--- src/rtl/ram64_arbiter.sv ---
// rtl/ram64_arbiter.sv - round-robin two-requester arbiter/sequencer for a shared ram64 (optional clear sweep: CLEAR_ON_RESET_EN)
module ram64_arbiter #(
    parameter logic        RESET_PRIORITY = 1'b0,
    parameter logic [15:0] CLEAR_VALUE    = 16'h0000
) (
    input  logic        clk,
    input  logic        rst_n,
    input  logic        a_req,
    input  logic        a_we,
    input  logic [5:0]  a_addr,
    input  logic [15:0] a_wdata,
    output logic        a_gnt,
    output logic        a_ack,
    input  logic        b_req,
    input  logic        b_we,
    input  logic [5:0]  b_addr,
    input  logic [15:0] b_wdata,
    output logic        b_gnt,
    output logic        b_ack,
    output logic [15:0] rdata,
    output logic [15:0] mem_in,
    output logic [5:0]  mem_address,
    output logic        mem_load,
    input  logic [15:0] mem_out,
    output logic        busy
);

    logic        run;
    logic        clear_active;
    logic [5:0]  clr_cnt;

    logic        ptr;
    logic        iss_valid;
    logic        iss_we;
    logic [5:0]  iss_addr;
    logic [15:0] iss_wdata;
    logic        iss_id;

`ifdef CLEAR_ON_RESET_EN
    typedef enum logic {
        ST_CLEAR = 1'b0,
        ST_RUN   = 1'b1
    } state_t;

    state_t state;

    // Clear sweep sequencer: one word per cycle, hand over to RUN after address 63.
    always_ff @(posedge clk or negedge rst_n) begin
        if (!rst_n) begin
            state   <= ST_CLEAR;
            clr_cnt <= 6'd0;
        end else if (state == ST_CLEAR) begin
            clr_cnt <= clr_cnt + 6'd1;
            if (clr_cnt == 6'd63) begin
                state <= ST_RUN;
            end
        end
    end

    // Gated by rst_n so no sweep write can be presented while reset is held.
    assign clear_active = rst_n && (state == ST_CLEAR);
    assign run          = (state == ST_RUN);
`else
    assign clear_active = 1'b0;
    assign clr_cnt      = 6'd0;
    assign run          = 1'b1;
`endif

    assign busy = clear_active;

    // Round-robin grant: a lone requester always wins, a tie goes to the pointer side.
    always_comb begin
        a_gnt = run && a_req && (!b_req || (ptr == 1'b0));
        b_gnt = run && b_req && (!a_req || (ptr == 1'b1));
    end

    // Issue register and priority pointer; pointer moves to the loser after each grant.
    always_ff @(posedge clk or negedge rst_n) begin
        if (!rst_n) begin
            iss_valid <= 1'b0;
            iss_we    <= 1'b0;
            iss_addr  <= 6'd0;
            iss_wdata <= 16'h0000;
            iss_id    <= 1'b0;
            ptr       <= RESET_PRIORITY;
        end else begin
            iss_valid <= a_gnt || b_gnt;
            if (a_gnt) begin
                iss_we    <= a_we;
                iss_addr  <= a_addr;
                iss_wdata <= a_wdata;
                iss_id    <= 1'b0;
                ptr       <= 1'b1;
            end else if (b_gnt) begin
                iss_we    <= b_we;
                iss_addr  <= b_addr;
                iss_wdata <= b_wdata;
                iss_id    <= 1'b1;
                ptr       <= 1'b0;
            end
        end
    end

    // The sweep borrows the ram ports; otherwise they mirror the issue register.
    always_comb begin
        mem_address = clear_active ? clr_cnt : iss_addr;
        mem_in      = clear_active ? CLEAR_VALUE : iss_wdata;
        mem_load    = clear_active || (iss_valid && iss_we);
    end

    // Response stage: capture read (or pre-write) data and pulse the owner's ack.
    always_ff @(posedge clk or negedge rst_n) begin
        if (!rst_n) begin
            a_ack <= 1'b0;
            b_ack <= 1'b0;
            rdata <= 16'h0000;
        end else begin
            a_ack <= iss_valid && !iss_id;
            b_ack <= iss_valid && iss_id;
            if (iss_valid) begin
                rdata <= mem_out;
            end
        end
    end

endmodule

--- config.mk ---
export PLATFORM = sky130hd
export DESIGN_NAME = ram64_arbiter
export DESIGN_NICKNAME = d
export VERILOG_FILES = /design/src/rtl/ram64_arbiter.sv
export SDC_FILE = /design/constraint.sdc
export NUM_CORES = 1
export LEC_CHECK = 0
export CAP_MARGIN = 5
export CORE_MARGIN = 4
export CORE_UTILIZATION = 35
export CTS_CLUSTER_SIZE = 40
export DETAILED_ROUTE_END_ITERATION = 8
export PLACE_DENSITY = 0.79
export SLEW_MARGIN = 25
export SYNTH_ARGS = -nofsm -noshare
export SYNTH_HDL_FRONTEND = slang
export SYNTH_SLANG_ARGS = --single-unit
--- constraint.sdc ---
create_clock -name clk -period 1.24 [get_ports clk]
set_input_delay 0.186 -clock clk [delete_from_list [all_inputs] [get_ports clk]]
set_output_delay 0.186 -clock clk [all_outputs]
set_load 0.01 [all_outputs]
==> results of run 1 <==
[how the worst max path moves through the flow]
stage                          startpoint                 end  slack [ns]  depth (start not counted)
final                     ptr$_DFFE_PN0P_               b_gnt       -0.03                          3
after global routing      ptr$_DFFE_PN0P_               b_gnt       -0.08                          3
after CTS                 ptr$_DFFE_PN0P_               b_gnt       -0.04                          3
after detailed placement  ptr$_DFFE_PN0P_               b_gnt       -0.14                          3
after global placement    ptr$_DFFE_PN0P_               b_gnt       -0.14                          3
after floorplan           ptr$_DFFE_PN0P_  iss_we$_DFFE_PN0P_        0.10                          5
[critical path: stages, from the launching register on]
cell and delay, ns:
dfrtp_1 0.40, nand2b_4 0.15, and2_4 0.14, buf_6 0.11
[metrics by stage]
step | setup TNS [ns] | utilization (%)
after floorplan | 0 | -
after global placement | -0.208 | 55.7
after detailed placement | -0.170 | 55.7
after CTS | -0.0527 | 57.4
after global routing | -0.315 | 57.5
final | -0.0379 | 57.5
[cell families after synthesis]
family / count (synthesis) / share of synthesized area [%]
AO/OA/AOI/OAI: 49 / 12.7
flip-flops: 44 / 50.7
multiplexers: 39 / 18.9
AND/OR/NAND/NOR: 29 / 11.4
buffers and inverters: 20 / 6.00
other: 1 / 0.173
[cells in the final DEF, fill, tap and decap left out]
cell | netlist | routed
and3b_1 | 16 | 16
dfrtp_1 | 44 | 44
dlygate4sd3_1 | 0 | 1
bufinv_16 | 0 | 1
buf_4 | 3 | 9
inv_1 | 2 | 2
o21ai_0 | 5 | 2
o21ai_1 | 19 | 22
buf_2 | 5 | 5
buf_8 | 0 | 1
and2_4 | 0 | 1
nand2b_4 | 0 | 1
a31oi_1 | 23 | 23
clkinv_4 | 0 | 1
clkdlybuf4s50_1 | 0 | 62
buf_12 | 0 | 2
or2_2 | 1 | 1
dlygate4sd2_1 | 0 | 40
a21oi_2 | 0 | 1
and3b_2 | 7 | 7
clkbuf_8 | 0 | 6
buf_6 | 5 | 2
mux2i_1 | 23 | 23
conb_1 | 1 | 1
mux2_2 | 16 | 16
nor2b_1 | 1 | 1
a21o_1 | 1 | 1
and2_1 | 3 | 2
[final cells by class]
type | instances | area [µm²]
tap | 75 | 93.8
multi-input combinational | 118 | 952
sequential | 44 | 1100
fill | 542 | 2530
timing repair buffer | 122 | 1150
clock buffer | 6 | 82.6
clock inverter | 2 | 38.8
inverter | 2 | 7.51
[metal layers]
metal	up-vias	GRT usage, %	share of wire, %
li1	891	-	-
met1	899	19.9	41
met2	80	26.6	49
met3	8	5.13	8.5
met4	0	3.68	1.4
met5	-	0	0
[state kept, by name, indices dropped and copies added, names as in the netlist]
name / count
iss_valid: 1
mem_in: 16
rdata: 16
ptr: 1
mem_address: 6
iss_we: 1
b_ack: 1
iss_id: 1
a_ack: 1
[power by group through the flow]
stage / logic [mW] / clock network [mW] / registers (mW)
5_1_grt: 1.14 / 1.26 / 1.70
4_1_cts: 1.05 / 1.21 / 1.68
2_1_floorplan: 0.401 / 0 / 1.78
3_5_place_dp: 1.13 / 0 / 1.71
6_report: 1.04 / 1.16 / 1.68
3_3_place_gp: 1.11 / 0 / 1.71
[repair_timing]
action                                  in CTS  in global routing
hold buffers                                 1                  0
buffers inserted                             2                  0
hold endpoints to repair                    44                  0
pin swaps                                    2                  0
resized for setup                           57                  5
endpoints found under the setup margin      43                 17
==> results.md, run 1 <==
* Logic gate share of total power at around 27%
* Max Cap Viol at 0
* Drt initial violations at 59
* Post-Place Worst Slack at -0.139 ns
* # port buffers at between 100 and 150
* Layout area overhead at 58.0%
* Hold Slack at ~0.35 ns
* Final Hold Viols at 0
* Worst Path Required at 1.05 ns
* Sequential Power Share at 43.2%
* Design Area, Final at between 3000 and 4000 µm²
* Post-DP HPWL at about 4200 µm
* Yosys warnings at 0
* Pleak at between 1.5 and 2 nW
* Vias per cell at about 5.1
* CP Capture Type: output pin
* Core box area at roughly 6000 µm²
* Final Setup Violations at 2
* Synth area leaders: dfrtp_1 51%, mux2i_1 11%, mux2_2 8.3%
* Io pins at 110
* Cells after synthesis at ~180
* Pins Over Slew Limit at 0
* Inserted Diodes at 0
* Top-count cell post-synth: dfrtp_1
* Startpoint of the worst hold path: b_req
* Hold depth at 4
* Die area at 7520 µm²
* First-pass GRT wire length at 9470 µm
* RSZ-0062 raised after global routing: yes
* Reg2reg setup slack at around 0.060 ns
* Main synth FF type: dfrtp_1
* Yosys cell types at 20
* Clock Sinks at 44
* Via count at 1878
* # rows at 28
* Vias in the first global route at 1923
* Top cell type's share of synthesized area at about half
* Synth area leader: dfrtp_1
* WL/cell at about 16 µm
* Post-synth EDFFs at 0
* P_int at around 2.9 mW
* Largest net degree at the start of global routing at 45
* Cell Count Post-Placement at roughly 360
* Non-filler instance count after layout at ~370
* Worst hold endpoint: iss_id$_DFFE_PN0P_
* Hold crit path type: input port to register
* H-tree Lvls at 2
* Tot Pwr at 3.89 mW
* Cell Pwr Density at 1130 nW/µm²
* NetSw at 1.03 mW
* DRC errors left at 0
* Mapped Avg Cell Area at between 10 and 15 µm²
* Sequential area share after synthesis at 50.7%
* Later-pin clock latency in the skew report at 0.29 ns
* Yosys reg bits at 44
* Reg2reg path depth at 5
* Routed WL at between 5000 and 6000 µm
* Failing checks: setup timing
* Clock Skews at approximately 0.0055 ns
* Layout cells sized above 1 at between 10% and 20%
* Sw Ratio at between 20% and 30%
* Worst-path clk slew at roughly 0.08 ns
* Top cells by count, synth: 44 x dfrtp_1, 23 x a31oi_1, 23 x mux2i_1
* Area post-placement at between 3000 and 4000 µm²
* Initial antenna violation count at 0
* Initial Util at between 30% and 40%
* Remaining Overflow, GRT at 0
* Synth Net Count at approximately 250
* Async SR Flop Fraction at 100%
* Die width at 86.7 µm
* Critical Path AT at around 1.1 ns
* Maximum vdd drop at ~0.52 mV
* R2R Path Start: ptr$_DFFE_PN0P_
* Synthesized area at 2170 µm²
* Status: complete, but fails checks
* Root Buffer: clkbuf_8
* CTS Buffer Depth at 2
* Die H at a little under 90 µm
* Min cycle time layout at ~1.3 ns
* Crit path max fanout at 2
* Setup ws final at -0.0293 ns
* Max Fclk at between 700 and 800 MHz
* Total GRT Usage at about 16%
* CP Class: register to output pin
* Tcrit/Tclk final at 102%
* Routed Antenna Nets at 0
* Startpoint Class: register
* Clock Power Share at between 20% and 30%
* # nets final at approximately 360
* Router iterations before antenna repair at 4
* CTS Buf Count at 5
* CTS tree: yes
* FF-to-FF End: mem_address[2]$_DFFE_PN0P_
* GPL Wtd Cong at 0.705
Power figures use the tool's default switching activity.
==> run 2, diff against run 1 <==
--- a/config.mk
+++ b/config.mk
@@ -10,8 +10,8 @@
 export CORE_UTILIZATION = 35
 export CTS_CLUSTER_SIZE = 40
 export DETAILED_ROUTE_END_ITERATION = 8
+export GPL_ROUTABILITY_DRIVEN = 0
 export PLACE_DENSITY = 0.79
-export SLEW_MARGIN = 25
 export SYNTH_ARGS = -nofsm -noshare
 export SYNTH_HDL_FRONTEND = slang
 export SYNTH_SLANG_ARGS = --single-unit
==> results of run 2 <==
Final layout, timing and power as in run 1 (identical DEF).
==> RTL edit 1, RTL diff (flow settings as in run 1) <==
Set the parameter `RESET_PRIORITY` to 1'b1 (it was 1'b0).
--- a/src/rtl/ram64_arbiter.sv
+++ b/src/rtl/ram64_arbiter.sv
@@ -1,5 +1,5 @@
 // rtl/ram64_arbiter.sv - round-robin two-requester arbiter/sequencer for a shared ram64 (optional clear sweep: CLEAR_ON_RESET_EN)
 module ram64_arbiter #(
-    parameter logic        RESET_PRIORITY = 1'b0,
+    parameter logic        RESET_PRIORITY = 1'b1,
     parameter logic [15:0] CLEAR_VALUE    = 16'h0000
 ) (
Behaviour: not the same (a bounded check fails within 4 cycles, from zero or initial values and one cycle with rst_n low).
==> RTL edit 1 against run 1 <==
- the flow still finishes with violations (setup timing)
- synthesized cell count unchanged
- area after synthesis about the same
- critical path type unchanged
- routed wire length increased by 1.9%
- sequential cell count unchanged
- sequential share of layout area increased by 0.060 points
- largest cell class unchanged
- total power decreased by 4.8%
- worst setup slack got worse by 0.14 ns
- final area about the same
==> RTL edit 1: results (changes against run 1) <==
Parameter                              Value

Detailed routing
  Ratio of routed vias to standard cells ... 5.105 (+0.31%)
  Highest routed metal layer ... met4
  Total wire length ... 6002 um (+1.9%)
  Sum of routed wire segments on met1 ... 2541 um (+4.2%)
  Met3 WL post-DR ... 482 um (-4.2%)
  Number of DRC markers in iteration 0 ... 86 (+46%)
  Iteration count of the initial detailed-routing pass ... 4 (unchanged)
  Amount of wire on met2 after detailed routing ... 2960 um (+3.4%)

Setup path
  CP max stage delay ... 0.56 ns (+0.16 ns)
  Start point of the critical path ... ptr
  Critical path's slowest cell ... dfstp_2
  Arrival time of data at the critical path endpoint ... 1.22 ns (+0.14 ns)
  Largest fanout on the critical path ... 3 (+1)
  Top delay family on crit path ... flip-flops

Final layout
  Final cell count without fillers ... 370 (+0.27%)
  Fillers ... 571 (+5.4%)
  Share of final-layout standard cells stronger than drive strength 1 ... 0.1898 (+0.006157)
  Diode insertion count for antenna repair ... 0 (unchanged)

Synth
  Largest cells by area after synthesis ... dfrtp_1, mux2i_1, mux2_2
  Synthesis warning total ... 0 (unchanged)
  Mean cell area of the mapped netlist ... 11.93 um^2 (about the same)
  Yosys cell types ... 21 (+5.0%)
  Share of synthesized registers carrying an async set or reset ... 1.000 (unchanged)
  Total nets after synthesis ... 248 (unchanged)
  Commonest cells in the synthesized netlist ... dfrtp_1, a31oi_1, mux2i_1
  Sequential element share of the synthesized area ... 0.5078 (about the same)

CTS
  Post-CTS Hold Fix Bufs ... 1 (unchanged)
  Clock latency reported for the late side of the worst-skew pair ... 0.29 ns (about the same)
  Clk buf depth ... 2 (unchanged)
  Cell at the root of the clock tree ... clkbuf_8
  Post-CTS Setup Inserts ... 1 (-1)
  CTS-repair resized insts ... 62 (+8.8%)

GRT
  Maximum number of pins on one net before global-route repair ... 45 (unchanged)
  Combined global-route utilization of all metal layers ... 0.1627 (+0.003892)
  Wire length of the first global-routing pass ... 9722 um (+2.6%)
  Number of global-route vias before repair ... 1987 (+3.3%)
  Initial antenna violation count ... 0 (unchanged)

Placed design
  Instance area after placement ... 3336 um^2 (+0.64%)
  Final GP Congestion ... 0.6782 (-3.8%)
  Placed Instances ... 359 (+0.28%)
  Setup Slack @ Placement ... -0.3113 ns (-0.1725 ns)
  DP HPWL ... 4311 um (+2.2%)
  PortBufs ... 108 (unchanged)

Power
  Share of total power in sequential cells ... 0.456 (+0.024)
  Leak ... 1.591 nW (-0.63%)
  Proportion of power drawn by the clock network ... 0.258 (-0.041)
  VDD IR max ... 580.6 uV (+12%)
  Cell-internal power ... 2.661 mW (-6.9%)

STA
  Setup Total Neg Slack ... -1.386 ns (-1.348 ns)
  Clock skew after layout ... 0.004760 ns (-0.0007653 ns)
  Setup ws final ... -0.1689 ns (-0.1395 ns)
  Setup-violating endpoint count in the final report ... 25 (+23)

Hold path
  Path type of the worst min-delay path ... primary input to flip-flop
  Source of the worst hold timing path ... a_req

Outcome
  Failing checks ... setup timing
  Result of the run ... finished, violations left
==> RTL edit 1: cell types whose count changed after synthesis, sizes merged <==
cell and change:
dfrtp -1, dfstp +1
==> RTL edit 1: final timing paths <==
path,slack [ns],endpoint,cells past startpoint
worst max-delay path,-0.17,b_gnt,3
worst min-delay path,0.36,iss_id,4
worst max register to register,-0.08,mem_in[4],4
worst min register to register,0.45,a_ack,1
max in group asynchronous,0.57,ptr,3
min in group asynchronous,0.40,rdata[13],3
==> RTL edit 1: worst reg2reg max path, stage by stage, from the launching register on <==
cell and delay (ns):
dfstp_2 0.56, buf_4 0.20, and3b_2 0.22, a31oi_1 0.12, o21ai_0 0.09
==> RTL edit 1: logic make-up (layout without fill, tap and decap cells) <==
logic type / after synthesis / in the layout / synth area share
multiplexers: 39 / 39 / 0.1890
AND/OR/NAND/NOR: 29 / 29 / 0.1141
other: 1 / 1 / 0.001727
flip-flops: 44 / 44 / 0.5078
buffers and inverters: 20 / 133 / 0.05994
AO/OA/AOI/OAI: 49 / 49 / 0.1274
==> RTL edit 1: cell type report <==
| cell class | instances | area [um^2] | share of cell area |
|---|---|---|---|
| clock inverter | 2 | 15.01 | 0.004384 |
| sequential | 44 | 1102 | 0.3219 |
| multi-input combinational | 118 | 952.2 | 0.2780 |
| inverter | 2 | 7.507 | 0.002192 |
| timing repair buffer | 123 | 1171 | 0.3420 |
| clock buffer | 6 | 82.58 | 0.02411 |
| tap | 75 | 93.84 | 0.02740 |
==> RTL edit 1: per-layer routing <==
metal | up-vias | global-route usage
met5 | - | 0
met3 | 2 | 0.05133
met2 | 73 | 0.2712
met1 | 921 | 0.2078
met4 | 0 | 0.03399
li1 | 893 | -
==> RTL edit 2, RTL diff (settings of run 1) <==
Without the edit above. Add a define of `CLEAR_ON_RESET_EN`.
--- a/src/rtl/ram64_arbiter.sv
+++ b/src/rtl/ram64_arbiter.sv
@@ -1,3 +1,5 @@
 // rtl/ram64_arbiter.sv - round-robin two-requester arbiter/sequencer for a shared ram64 (optional clear sweep: CLEAR_ON_RESET_EN)
+`define CLEAR_ON_RESET_EN
+
 module ram64_arbiter #(
     parameter logic        RESET_PRIORITY = 1'b0,
Formal check against the unedited RTL: not equivalent (a bounded check fails within 4 cycles, from zero or initial values and one cycle with rst_n low).
==> RTL edit 2 against run 1 <==
- the flow still finishes with violations (setup timing)
- count of clock-buffer cells in the layout down 1
- worst setup slack worse by 0.33 ns
- sequential cell count up 7
- final area up 12%
- routed wire length up 11%
- global-route usage up 0.58 points
- area after synthesis up 7.4%
- non-clock buffer count up 15
- synthesized cell count up 8.8%
- largest cell class unchanged
- highest routed layer unchanged
Power is not compared: it rests on default switching activity, and its combinational part moved more than twofold at a synthesized area within 25%.
==> RTL edit 2: results (changes against run 1) <==
Parameter                              Value

Outcome
  Result of the run ... finished, violations left
  Failing checks ... setup timing

Setup path
  Critical path's slowest cell ... dfrtp_1
  Arrival time of data at the critical path endpoint ... 1.42 ns (+0.34 ns)
  Worst reg-to-reg path cell count ... 5 (unchanged)
  CP max stage delay ... 0.39 ns
  Top delay family on crit path ... flip-flops
  Largest fanout on the critical path ... 4 (+2)

Placed design
  DP HPWL ... 4777 um (+13%)
  Final GP Congestion ... 0.8235 (+17%)
  PortBufs ... 109 (+0.93%)
  Instance area after placement ... 3632 um^2 (+9.6%)

Synth
  Most used flip-flop cell after synthesis ... dfrtp_1
  Largest cells by area after synthesis ... dfrtp_1, mux2_2, a221o_1
  Yosys cell types ... 29 (+45%)
  Sequential element share of the synthesized area ... 0.5478 (+0.04030)
  Synthesis warning total ... 0 (unchanged)
  Total nets after synthesis ... 265 (+6.9%)
  Commonest cells in the synthesized netlist ... dfrtp_1, mux2_2, and2_1
  Share of synthesized registers carrying an async set or reset ... 1.000 (unchanged)

GRT
  Combined global-route utilization of all metal layers ... 0.1646 (+0.005784)
  Initial antenna violation count ... 0 (unchanged)
  Wire length of the first global-routing pass ... 10070 um (+6.3%)
  Maximum number of pins on one net before global-route repair ... 52 (+16%)

CTS
  Htree depth ... 2 (unchanged)
  Cell at the root of the clock tree ... clkbuf_8
  Clock latency reported for the late side of the worst-skew pair ... 0.30 ns
  Number of buffers created by CTS ... 5 (unchanged)
  Clk buf depth ... 2 (unchanged)
  Reg clk slew, reported paths ... 0.10 ns (+0.02 ns)

STA
  Setup ws final ... -0.3631 ns (-0.3337 ns)
  Clock skew after layout ... 0.01187 ns (+0.006347 ns)
  Setup-violating endpoint count in the final report ... 41 (+39)
  Transition time at the pin with the least slew margin ... 0.6326 ns

Run
  Count of maximum capacitance violations ... 0 (unchanged)

Detailed routing
  Via count ... 2062 (+9.8%)
  Number of DRC markers in iteration 0 ... 61 (+3.4%)
  Total wire length ... 6544 um (+11%)
  Iteration count of the initial detailed-routing pass ... 4 (unchanged)

Final layout
  Fillers ... 541 (-0.18%)
  Share of final-layout standard cells stronger than drive strength 1 ... 0.3152 (+0.1315)
  Diode insertion count for antenna repair ... 0 (unchanged)
  Largest registers ... iss_wdata (16), rdata (16)
  Nets ... 396 (+10%)

Power
  Leak ... 1.921 nW
  VDD IR max ... 511.8 uV

Hold path
  Path type of the worst min-delay path ... primary input to async pin
RTL edit 2: cell count changes after synthesis, moves of 8 or more:
cell     before  now
o21ai_1      19    0
and2_1        3   20
nor2_1        0   10
a221o_1       0   15
nand3_1       0    8
and3_1        0   16
mux2i_1      23    0
a31oi_1      23    8
and3b_1      16    0
RTL edit 2: what timing repair did:
item	CTS	global route
cloned	2	0
pin swaps	3	7
setup endpoints to repair	61	50
gates resized for setup	133	24
buffers inserted	4	2
RTL edit 2: worst paths after layout:
kind	start	end	slack, ns
max in group asynchronous	rst_n	iss_id	0.77
worst max register to register	run	iss_addr[1]	-0.15
worst min-delay path	rst_n	iss_addr[5]	0.05
min in group clk	a_wdata[15]	iss_wdata[15]	0.44
worst max-delay path	run	mem_address[1]	-0.36
worst min register to register	iss_id	a_ack	0.48
RTL edit 2: per-stage QoR:
step / setup TNS (ns) / hold slack [ns] / utilization / std cells / setup slack, ns
floorplan: -0.3758 / -0.1096 / - / 198 / -0.03593
global placement: -15.61 / 0.3657 / 0.5656 / 393 / -0.4426
detailed placement: -17.60 / 0.3769 / 0.5656 / 393 / -0.4976
CTS: -11.04 / 0.06899 / 0.5938 / 407 / -0.4597
global route: -11.79 / 0.09883 / 0.5981 / 407 / -0.4124
finish: -9.907 / 0.04688 / 0.5981 / 407 / -0.3631
RTL edit 2: cell families (layout without fill, tap and decap cells):
group | Yosys count | in the layout | synth area share
fa+ha+maj | 1 | 1 | 0.005370
mux | 23 | 23 | 0.1112
xor+xnor | 5 | 5 | 0.01880
buf+inv | 15 | 147 | 0.03330
compound gates | 35 | 35 | 0.1149
flops | 51 | 51 | 0.5478
simple gates | 68 | 68 | 0.1686
RTL edit 2: area by class of cell:
type	count	share of cell area
Tap cell	77	0.02508
Clock buffer	5	0.01792
Timing Repair Buffer	137	0.3446
Multi-Input combinational cell	132	0.2655
Clock inverter	3	0.01205
Inverter	2	0.002606
Sequential cell	51	0.3322
RTL edit 2: report_power, final:
group,switching [mW],internal [mW]
sequential,0,1.66
clock,0.567,0.608
combinational,0.107,0.231
total,0.674,2.50
RTL edit 2: routing by layer:
metal / global-route usage / share of wire / up-vias
li1: - / - / 976
met1: 0.1991 / 0.42 / 999
met2: 0.2839 / 0.49 / 80
met3: 0.04836 / 0.085 / 7
met4: 0.04736 / 0.010 / 0
met5: 0 / 0 / -
RTL edit 2: worst reg2reg max path: stages, from the launching register on:
cell and delay, ns:
dfrtp_1 0.39, buf_4 0.18, and2_4 0.15, buf_6 0.14, and3_1 0.17, a221o_1 0.26
